**config.mk**
```make
export PLATFORM = sky130hd
export DESIGN_NAME = ac97_in_deframer
export DESIGN_NICKNAME = d
export VERILOG_FILES = /design/src/rtl/ac97_pkg.sv /design/src/rtl/ac97_sync_tracker.sv /design/src/rtl/ac97_in_deframer.sv
export SDC_FILE = /design/constraint.sdc
export NUM_CORES = 1
export LEC_CHECK = 0
export ABC_CLOCK_PERIOD_IN_PS = 6350
export BUFFER_PORTS_ARGS = -buffer_cell sky130_fd_sc_hd__buf_4
export CORE_ASPECT_RATIO = 0.8
export CORE_MARGIN = 1
export CORE_UTILIZATION = 50
export CTS_CLUSTER_SIZE = 16
export DETAILED_ROUTE_END_ITERATION = 8
export PLACE_DENSITY = 0.73
export SYNTH_ARGS = -nofsm -noshare
export SYNTH_HDL_FRONTEND = slang
export SYNTH_SLANG_ARGS = --single-unit
```
**constraint.sdc**
```tcl
create_clock -name ac97_bitclk -period 6.35 [get_ports ac97_bitclk]
set_input_delay 0.635 -clock ac97_bitclk [delete_from_list [all_inputs] [get_ports ac97_bitclk]]
set_output_delay 0.635 -clock ac97_bitclk [all_outputs]
set_load 0.02 [all_outputs]
```
**src/rtl/ac97_pkg.sv**
```systemverilog
// Shared AC-link constants, slot layout helpers and receive FSM state type.
package ac97_pkg;

    localparam int AC97_FRAME_BITS = 256;
    localparam int AC97_SLOT_BITS  = 20;
    localparam int AC97_TAG_BITS   = 16;

    localparam int AC97_TAG_READY  = 15;
    localparam int AC97_TAG_SLOT1  = 14;
    localparam int AC97_TAG_SLOT2  = 13;
    localparam int AC97_TAG_SLOT3  = 12;
    localparam int AC97_TAG_SLOT4  = 11;

    typedef enum logic {
        HUNT,
        RECV
    } ac97_rx_state_t;

    // Frame bit position of the first (MSB) bit of data slot n, n = 1..12.
    function automatic int ac97_slot_offset(input int n);
        return AC97_TAG_BITS + AC97_SLOT_BITS * (n - 1);
    endfunction

endpackage

```
**src/rtl/ac97_sync_tracker.sv**
```systemverilog
// Follows ac97_sync edges and counts bit positions within the AC-link frame;
// reports frame completion and framing errors to the deframer datapath.
module ac97_sync_tracker
    import ac97_pkg::*;
#(
    parameter int FRAME_BITS = AC97_FRAME_BITS
) (
    input  logic       ac97_bitclk,
    input  logic       ac97_rst,
    input  logic       ac97_sync,
    output logic [7:0] cnt,
    output logic       shift_en,
    output logic       frame_done,
    output logic       frame_err,
    output logic       lose_lock
);

    localparam logic [7:0] LAST_BIT = 8'(FRAME_BITS - 1);

    ac97_rx_state_t state, next_state;
    logic           sync_q;
    logic           rise;
    logic [7:0]     next_cnt;

    assign rise = ac97_sync & ~sync_q;

    always_ff @(posedge ac97_bitclk or posedge ac97_rst) begin
        if (ac97_rst) begin
            state  <= HUNT;
            cnt    <= 8'd0;
            sync_q <= 1'b0;
        end else begin
            state  <= next_state;
            cnt    <= next_cnt;
            sync_q <= ac97_sync;
        end
    end

    // The sample in a rise cycle is bit 255 of the frame just ending, so a
    // rise anywhere but cnt==255 means the codec and we disagree on framing.
    always_comb begin
        next_state = state;
        next_cnt   = cnt;
        shift_en   = 1'b0;
        frame_done = 1'b0;
        frame_err  = 1'b0;
        lose_lock  = 1'b0;
        case (state)
            HUNT: begin
                next_cnt = 8'd0;
                if (rise) begin
                    next_state = RECV;
                end
            end
            RECV: begin
                shift_en = 1'b1;
                if (cnt == LAST_BIT) begin
                    next_cnt = 8'd0;
                    if (rise) begin
                        frame_done = 1'b1;
                    end else begin
                        frame_err  = 1'b1;
                        lose_lock  = 1'b1;
                        next_state = HUNT;
                    end
                end else if (rise) begin
                    frame_err = 1'b1;
                    next_cnt  = 8'd0;
                end else begin
                    next_cnt = cnt + 8'd1;
                end
            end
            default: begin
                next_state = HUNT;
                next_cnt   = 8'd0;
            end
        endcase
    end

endmodule

```
**src/rtl/ac97_in_deframer.sv**
```systemverilog
// AC-link receive deframer: publishes tag, status slots 1/2 and PCM slots 3/4.
// Optional frame/error counters are enabled by defining AC97_IN_DEFRAMER_STATS_EN.
module ac97_in_deframer
    import ac97_pkg::*;
#(
    parameter int FRAME_BITS = AC97_FRAME_BITS,
    parameter int SLOT_BITS  = AC97_SLOT_BITS,
    parameter int TAG_BITS   = AC97_TAG_BITS
) (
    input  logic                 ac97_bitclk,
    input  logic                 ac97_rst,
    input  logic                 ac97_sync,
    input  logic                 ac97_sdata_in,
    output logic                 ac97_in_strobe,
    output logic [TAG_BITS-1:0]  ac97_in_tag,
    output logic                 ac97_in_codec_ready,
    output logic [SLOT_BITS-1:0] ac97_in_status_addr,
    output logic [SLOT_BITS-1:0] ac97_in_status_data,
    output logic                 ac97_in_status_new,
    output logic [SLOT_BITS-1:0] ac97_in_pcm_left,
    output logic [SLOT_BITS-1:0] ac97_in_pcm_right,
    output logic                 ac97_in_locked,
`ifdef AC97_IN_DEFRAMER_STATS_EN
    output logic [15:0]          ac97_in_frame_count,
    output logic [7:0]           ac97_in_err_count,
`endif
    output logic                 ac97_in_frame_err
);

    // Only the tag and slots 1..4 are published, so capture stops after those
    // bits; later slots are still counted for alignment but never stored.
    localparam int         CAP_BITS = TAG_BITS + 4 * SLOT_BITS;
    localparam logic [7:0] CAP_END  = 8'(CAP_BITS);
    localparam int         S1_MSB   = CAP_BITS - 1 - ac97_slot_offset(1);
    localparam int         S2_MSB   = CAP_BITS - 1 - ac97_slot_offset(2);
    localparam int         S3_MSB   = CAP_BITS - 1 - ac97_slot_offset(3);
    localparam int         S4_MSB   = CAP_BITS - 1 - ac97_slot_offset(4);

    logic [7:0]          cnt;
    logic                shift_en;
    logic                frame_done;
    logic                frame_err;
    logic                lose_lock;
    logic [CAP_BITS-1:0] cap;
    logic [TAG_BITS-1:0] cap_tag;

    ac97_sync_tracker #(
        .FRAME_BITS (FRAME_BITS)
    ) u_sync_tracker (
        .ac97_bitclk (ac97_bitclk),
        .ac97_rst    (ac97_rst),
        .ac97_sync   (ac97_sync),
        .cnt         (cnt),
        .shift_en    (shift_en),
        .frame_done  (frame_done),
        .frame_err   (frame_err),
        .lose_lock   (lose_lock)
    );

    assign cap_tag             = cap[CAP_BITS-1 -: TAG_BITS];
    assign ac97_in_codec_ready = ac97_in_tag[AC97_TAG_READY];

    // The capture register is untouched from bit 96 to the frame end, so the
    // publish below never races with the start of the next frame.
    always_ff @(posedge ac97_bitclk or posedge ac97_rst) begin
        if (ac97_rst) begin
            cap                 <= '0;
            ac97_in_strobe      <= 1'b0;
            ac97_in_tag         <= '0;
            ac97_in_status_addr <= '0;
            ac97_in_status_data <= '0;
            ac97_in_status_new  <= 1'b0;
            ac97_in_pcm_left    <= '0;
            ac97_in_pcm_right   <= '0;
            ac97_in_locked      <= 1'b0;
            ac97_in_frame_err   <= 1'b0;
        end else begin
            if (shift_en && cnt < CAP_END) begin
                cap <= {cap[CAP_BITS-2:0], ac97_sdata_in};
            end
            ac97_in_strobe     <= frame_done;
            ac97_in_frame_err  <= frame_err;
            ac97_in_status_new <= 1'b0;
            if (frame_done) begin
                ac97_in_tag    <= cap_tag;
                ac97_in_locked <= 1'b1;
                if (cap_tag[AC97_TAG_READY] & cap_tag[AC97_TAG_SLOT1] & cap_tag[AC97_TAG_SLOT2]) begin
                    ac97_in_status_addr <= cap[S1_MSB -: SLOT_BITS];
                    ac97_in_status_data <= cap[S2_MSB -: SLOT_BITS];
                    ac97_in_status_new  <= 1'b1;
                end
                if (cap_tag[AC97_TAG_SLOT3]) begin
                    ac97_in_pcm_left <= cap[S3_MSB -: SLOT_BITS];
                end
                if (cap_tag[AC97_TAG_SLOT4]) begin
                    ac97_in_pcm_right <= cap[S4_MSB -: SLOT_BITS];
                end
            end else if (lose_lock) begin
                ac97_in_locked <= 1'b0;
            end
        end
    end

`ifdef AC97_IN_DEFRAMER_STATS_EN
    // Frame count wraps naturally; error count sticks at all-ones.
    always_ff @(posedge ac97_bitclk or posedge ac97_rst) begin
        if (ac97_rst) begin
            ac97_in_frame_count <= 16'd0;
            ac97_in_err_count   <= 8'd0;
        end else begin
            if (frame_done) begin
                ac97_in_frame_count <= ac97_in_frame_count + 16'd1;
            end
            if (frame_err && ac97_in_err_count != 8'hFF) begin
                ac97_in_err_count <= ac97_in_err_count + 8'd1;
            end
        end
    end
`endif

endmodule
```
==> summary.md <==
| Metric | Value |
|---|---|
| Cell depth of the worst flop-to-flop path | 8 |
| Relative contribution of combinational cells to total power | under 10% |
| First-pass detailed-route iteration total | 4 |
| Result of the run | complete, no violations |
| Startpoint class of the critical path | flop |
| Worst relative slew slack | a little under two fifths |
| Routed length on met2 | just over 6 mm |
| Synth Warn # | 0 |
| Number of top-level pins | 105 |
| Net switching power of the design | about 550 uW |
| Drc violations | 0 |
| Total power per unit cell area | between 200 and 300 mW/mm^2 |
| IO Port Bufs | 104 |
| Chip Width | 143 um |
| Async set or reset register ratio after synthesis | 100% |
| Clock network latency to the later pin of the worst-skew pair | roughly 480 ps |
| Wire length of the first global-routing pass | 21.5 mm |
| Hold depth | 1 |
| Root cell of the clock tree | sky130_fd_sc_hd__clkbuf_16 |
| Vias per cell | between 5 and 6 |
| Main synth FF type | sky130_fd_sc_hd__dfrtp_1 |
| Die Height | ~110 um |
| Data required time of the critical path | 6720 ps |
| Category of the worst setup path capture point | flop |
| Hold WC Path Type | in2reg |
| Leakage power | 4.80 nW |
| Ratio of final minimum period to clock period | approximately 45% |
| Detail Route met3 WL | approximately 740 um |
| Cell type with the largest total area after synthesis | sky130_fd_sc_hd__dfrtp_1 |
| Post-synthesis average cell area | 16.9 sq um |
| Slew Limit Fails | 0 |
| Number of cells upsized or downsized after cts | 0 |
| Kind of critical path | reg2reg |
| Sequential-to-total area share from yosys stat | between 60% and 70% |
| DR vias | approximately 4000 |
| Number of antenna-violating nets in the routed design | 0 |
| Critical path data arrival time | 3200 ps |
| Flop and latch count out of synthesis | 206 |
| Gp weighted congestion | ~0.74 |
| Worst-case clock buffer depth | 3 |
| Final setup fails | 0 |
| Number of buffers inserted by hold repair at cts | 0 |
| Distinct cell type count of the synthesized netlist | 29 |
| Post-Synthesis Cells | approximately 470 |
| Pre-CTS setup slack | between 3000 and 4000 ps |
| Net switching fraction of the power | between 20 and 25% |
| Core box area | around 0.015 sq mm |
| Highest net fanout along the worst path | 41 |
| Share of power burned in registers | 52.3% |
| Overflow left after global routing | 0 |
| Fraction of post-synthesis cell area in the top cell type by area | about two thirds |
| Pin count of the biggest net entering global routing | 132 |
| Fill count | approximately 1200 |
| Number of placement rows | 40 |
| Total standard cell area after synthesis | around 0.0079 sq mm |
| DIE AREA | roughly 0.016 sq mm |
| Antenna violations before repair | 0 |
| Postcts setup bufs | 0 |
| Maximum VDD drop | about 0.24 mV |
| Avg WL per Cell | 16.2 um |
| Mapped Nets | around 480 |
| Slew of the pin with the lowest slew margin | ~940 ps |
| Sum of negative setup slack | 0 ps |
| Met1 Routed Length | 5.93 mm |
| Proportion of layout cells with a drive suffix above 1 | 56.0% |
| Antenna diode instance count | 0 |
| Clock-pin slew reported for the worst setup and hold paths after clock tree synthesis | 60 ps |
| CTS tree | yes |
| Starting DRC count in detailed routing | between 100 and 150 |
| Footprint of the flip-flops and latches | between 0.005 and 0.006 sq mm |
| Post-route clock skew | 8.37 ps |
| Number of violations of the max-capacitance limit | 0 |
| Area of the multi-input gates | 0.00258 sq mm |
| Setup repair after global routing missed its margin | false |
| Total wire length after detailed routing | between 10 and 15 mm |
| Number of H-tree levels | 1 |
| EDFF count, synth | 0 |
| Effective utilization at floorplan | between 50% and 60% |
| Post-DP HPWL | 8.11 mm |
| Number of buffers created by CTS | 21 |
| Maximum clock frequency | between 0.3 and 0.4 GHz |
| Cell types with the largest area share after synthesis | sky130_fd_sc_hd__dfrtp_1, sky130_fd_sc_hd__mux2_2, sky130_fd_sc_hd__mux2_4 |
| Number of global-route vias before repair | about 4200 |
| Nets@finish | between 500 and 600 |
| Worst setup margin | between 3000 and 4000 ps |
| Min cycle time layout | approximately 2800 ps |
| Layout-stage area growth over the synthesis result | 19.4% |
| Design internal power | around 2.1 mW |
| Highest routed metal layer | met4 |
| Fraction of power consumed by the clock network | ~45% |
| Num Clock Sinks | 206 |
| Final count of hold timing violations | 0 |
| All-Layer GR Usage | between 15 and 20% |
[worst max-delay path: stages (launching register included)]
cell	delay, ps
sky130_fd_sc_hd__dfrtp_1	370
sky130_fd_sc_hd__ha_1	240
sky130_fd_sc_hd__nand4_1	160
sky130_fd_sc_hd__nor3_1	230
sky130_fd_sc_hd__ha_1	300
sky130_fd_sc_hd__nand2_8	150
sky130_fd_sc_hd__inv_4	100
sky130_fd_sc_hd__and4_4	740
sky130_fd_sc_hd__mux2_2	410
[metal layers]
| layer | track usage (%) | vias up |
|---|---|---|
| li1 | - | 1863 |
| met1 | 22.2 | 2047 |
| met2 | 26.4 | 82 |
| met3 | 4.62 | 14 |
| met4 | 3.73 | 0 |
| met5 | 0 | - |
[flip-flops by register name, summed over array words and instances (netlist names)]
| register | count |
|---|---|
| ac97_in_locked | 1 |
| ac97_in_status_data | 20 |
| ac97_in_pcm_right | 20 |
| ac97_in_frame_err | 1 |
| u_sync_tracker.cnt | 8 |
| u_sync_tracker.state | 1 |
| cap | 96 |
| ac97_in_pcm_left | 20 |
| ac97_in_tag | 16 |
| ac97_in_status_new | 1 |
| ac97_in_status_addr | 20 |
| ac97_in_strobe | 1 |
| u_sync_tracker.sync_q | 1 |
[layout by cell type (no fill, tap or decap), types with 2 or more instances in the layout]
cell / instances
sky130_fd_sc_hd__buf_4: 106
sky130_fd_sc_hd__clkbuf_8: 5
sky130_fd_sc_hd__dfrtp_1: 206
sky130_fd_sc_hd__clkbuf_1: 7
sky130_fd_sc_hd__nand2_1: 13
sky130_fd_sc_hd__mux2_4: 39
sky130_fd_sc_hd__clkbuf_16: 21
sky130_fd_sc_hd__or3_1: 2
sky130_fd_sc_hd__nor2_1: 5
sky130_fd_sc_hd__nand3_1: 2
sky130_fd_sc_hd__inv_1: 4
sky130_fd_sc_hd__o21ai_0: 3
sky130_fd_sc_hd__a21oi_1: 2
sky130_fd_sc_hd__ha_1: 3
sky130_fd_sc_hd__nand4_1: 2
sky130_fd_sc_hd__mux2_2: 151
sky130_fd_sc_hd__xor2_1: 2
[power groups by stage]
| stage | Sequential [mW] | Clock (mW) | Combinational, mW |
|---|---|---|---|
| finish | 1.39 | 1.18 | 0.0788 |
| global route | 1.39 | 1.26 | 0.0906 |
| CTS | 1.39 | 1.21 | 0.0821 |
| detailed placement | 1.41 | 0 | 0.0813 |
| global placement | 1.41 | 0 | 0.0771 |
| floorplan | 1.40 | 0 | 0.0645 |
[cells by family after synthesis]
family,share of synthesized area (%)
flip-flops,64.9
multiplexers,28.9
XOR/XNOR,0.331
buffers and inverters,2.77
adder cells (fa/ha/maj),0.472
AO/OA/AOI/OAI,0.520
AND/OR/NAND/NOR,2.13
[metrics by stage]
stage | total power, mW | hold WS (ps) | instances | utilization, % | instance area [sq um]
2_1_floorplan | 1.47 | 433 | 469 | - | 7950
3_3_place_gp | 1.48 | 443 | 763 | 57.8 | 8820
3_5_place_dp | 1.49 | 463 | 763 | 57.8 | 8820
4_1_cts | 2.68 | 258 | 798 | 62.1 | 9480
5_1_grt | 2.75 | 255 | 798 | 62.1 | 9480
6_report | 2.65 | 270 | 798 | 62.1 | 9480
[layout make-up]
type                       instances  share of cell area (%)
sequential                       206                    54.4
multi-input combinational        235                    27.2
timing repair buffer             106                    8.39
clock buffer                      33                    6.54
tap                              210                    2.77
clock inverter                     2                   0.409
inverter                           6                   0.343
[Yosys cell counts (2+ instances only)]
cell                      number
sky130_fd_sc_hd__buf_6         2
sky130_fd_sc_hd__buf_12        4
sky130_fd_sc_hd__o21ai_0       3
sky130_fd_sc_hd__nand2_1      13
sky130_fd_sc_hd__dfrtp_1     206
sky130_fd_sc_hd__nand3_1       2
sky130_fd_sc_hd__nand4_1       2
sky130_fd_sc_hd__buf_2        11
sky130_fd_sc_hd__mux2_2      151
sky130_fd_sc_hd__or3_1         2
sky130_fd_sc_hd__xor2_1        2
sky130_fd_sc_hd__a21oi_1       2
sky130_fd_sc_hd__inv_1         5
sky130_fd_sc_hd__mux2_4       39
sky130_fd_sc_hd__ha_1          3
sky130_fd_sc_hd__buf_4         5
sky130_fd_sc_hd__nor2_1        5
[worst paths after layout]
| kind | to | slack, ps | from |
|---|---|---|---|
| worst max-delay path | ac97_in_status_addr[19]$_DFFE_PP0P_ | 3510 | u_sync_tracker.cnt[0]$_DFF_PP0_ |
| worst min-delay path | u_sync_tracker.sync_q$_DFF_PP0_ | 270 | ac97_sync |
| worst max register to register | ac97_in_status_addr[19]$_DFFE_PP0P_ | 3510 | u_sync_tracker.cnt[0]$_DFF_PP0_ |
| worst min register to register | u_sync_tracker.cnt[0]$_DFF_PP0_ | 470 | u_sync_tracker.cnt[0]$_DFF_PP0_ |
| max in group asynchronous | ac97_in_pcm_right[1]$_DFFE_PP0P_ | 4500 | ac97_rst |
| min in group asynchronous | ac97_in_pcm_left[10]$_DFFE_PP0P_ | 300 | ac97_rst |
Power figures use the tool's default switching activity.
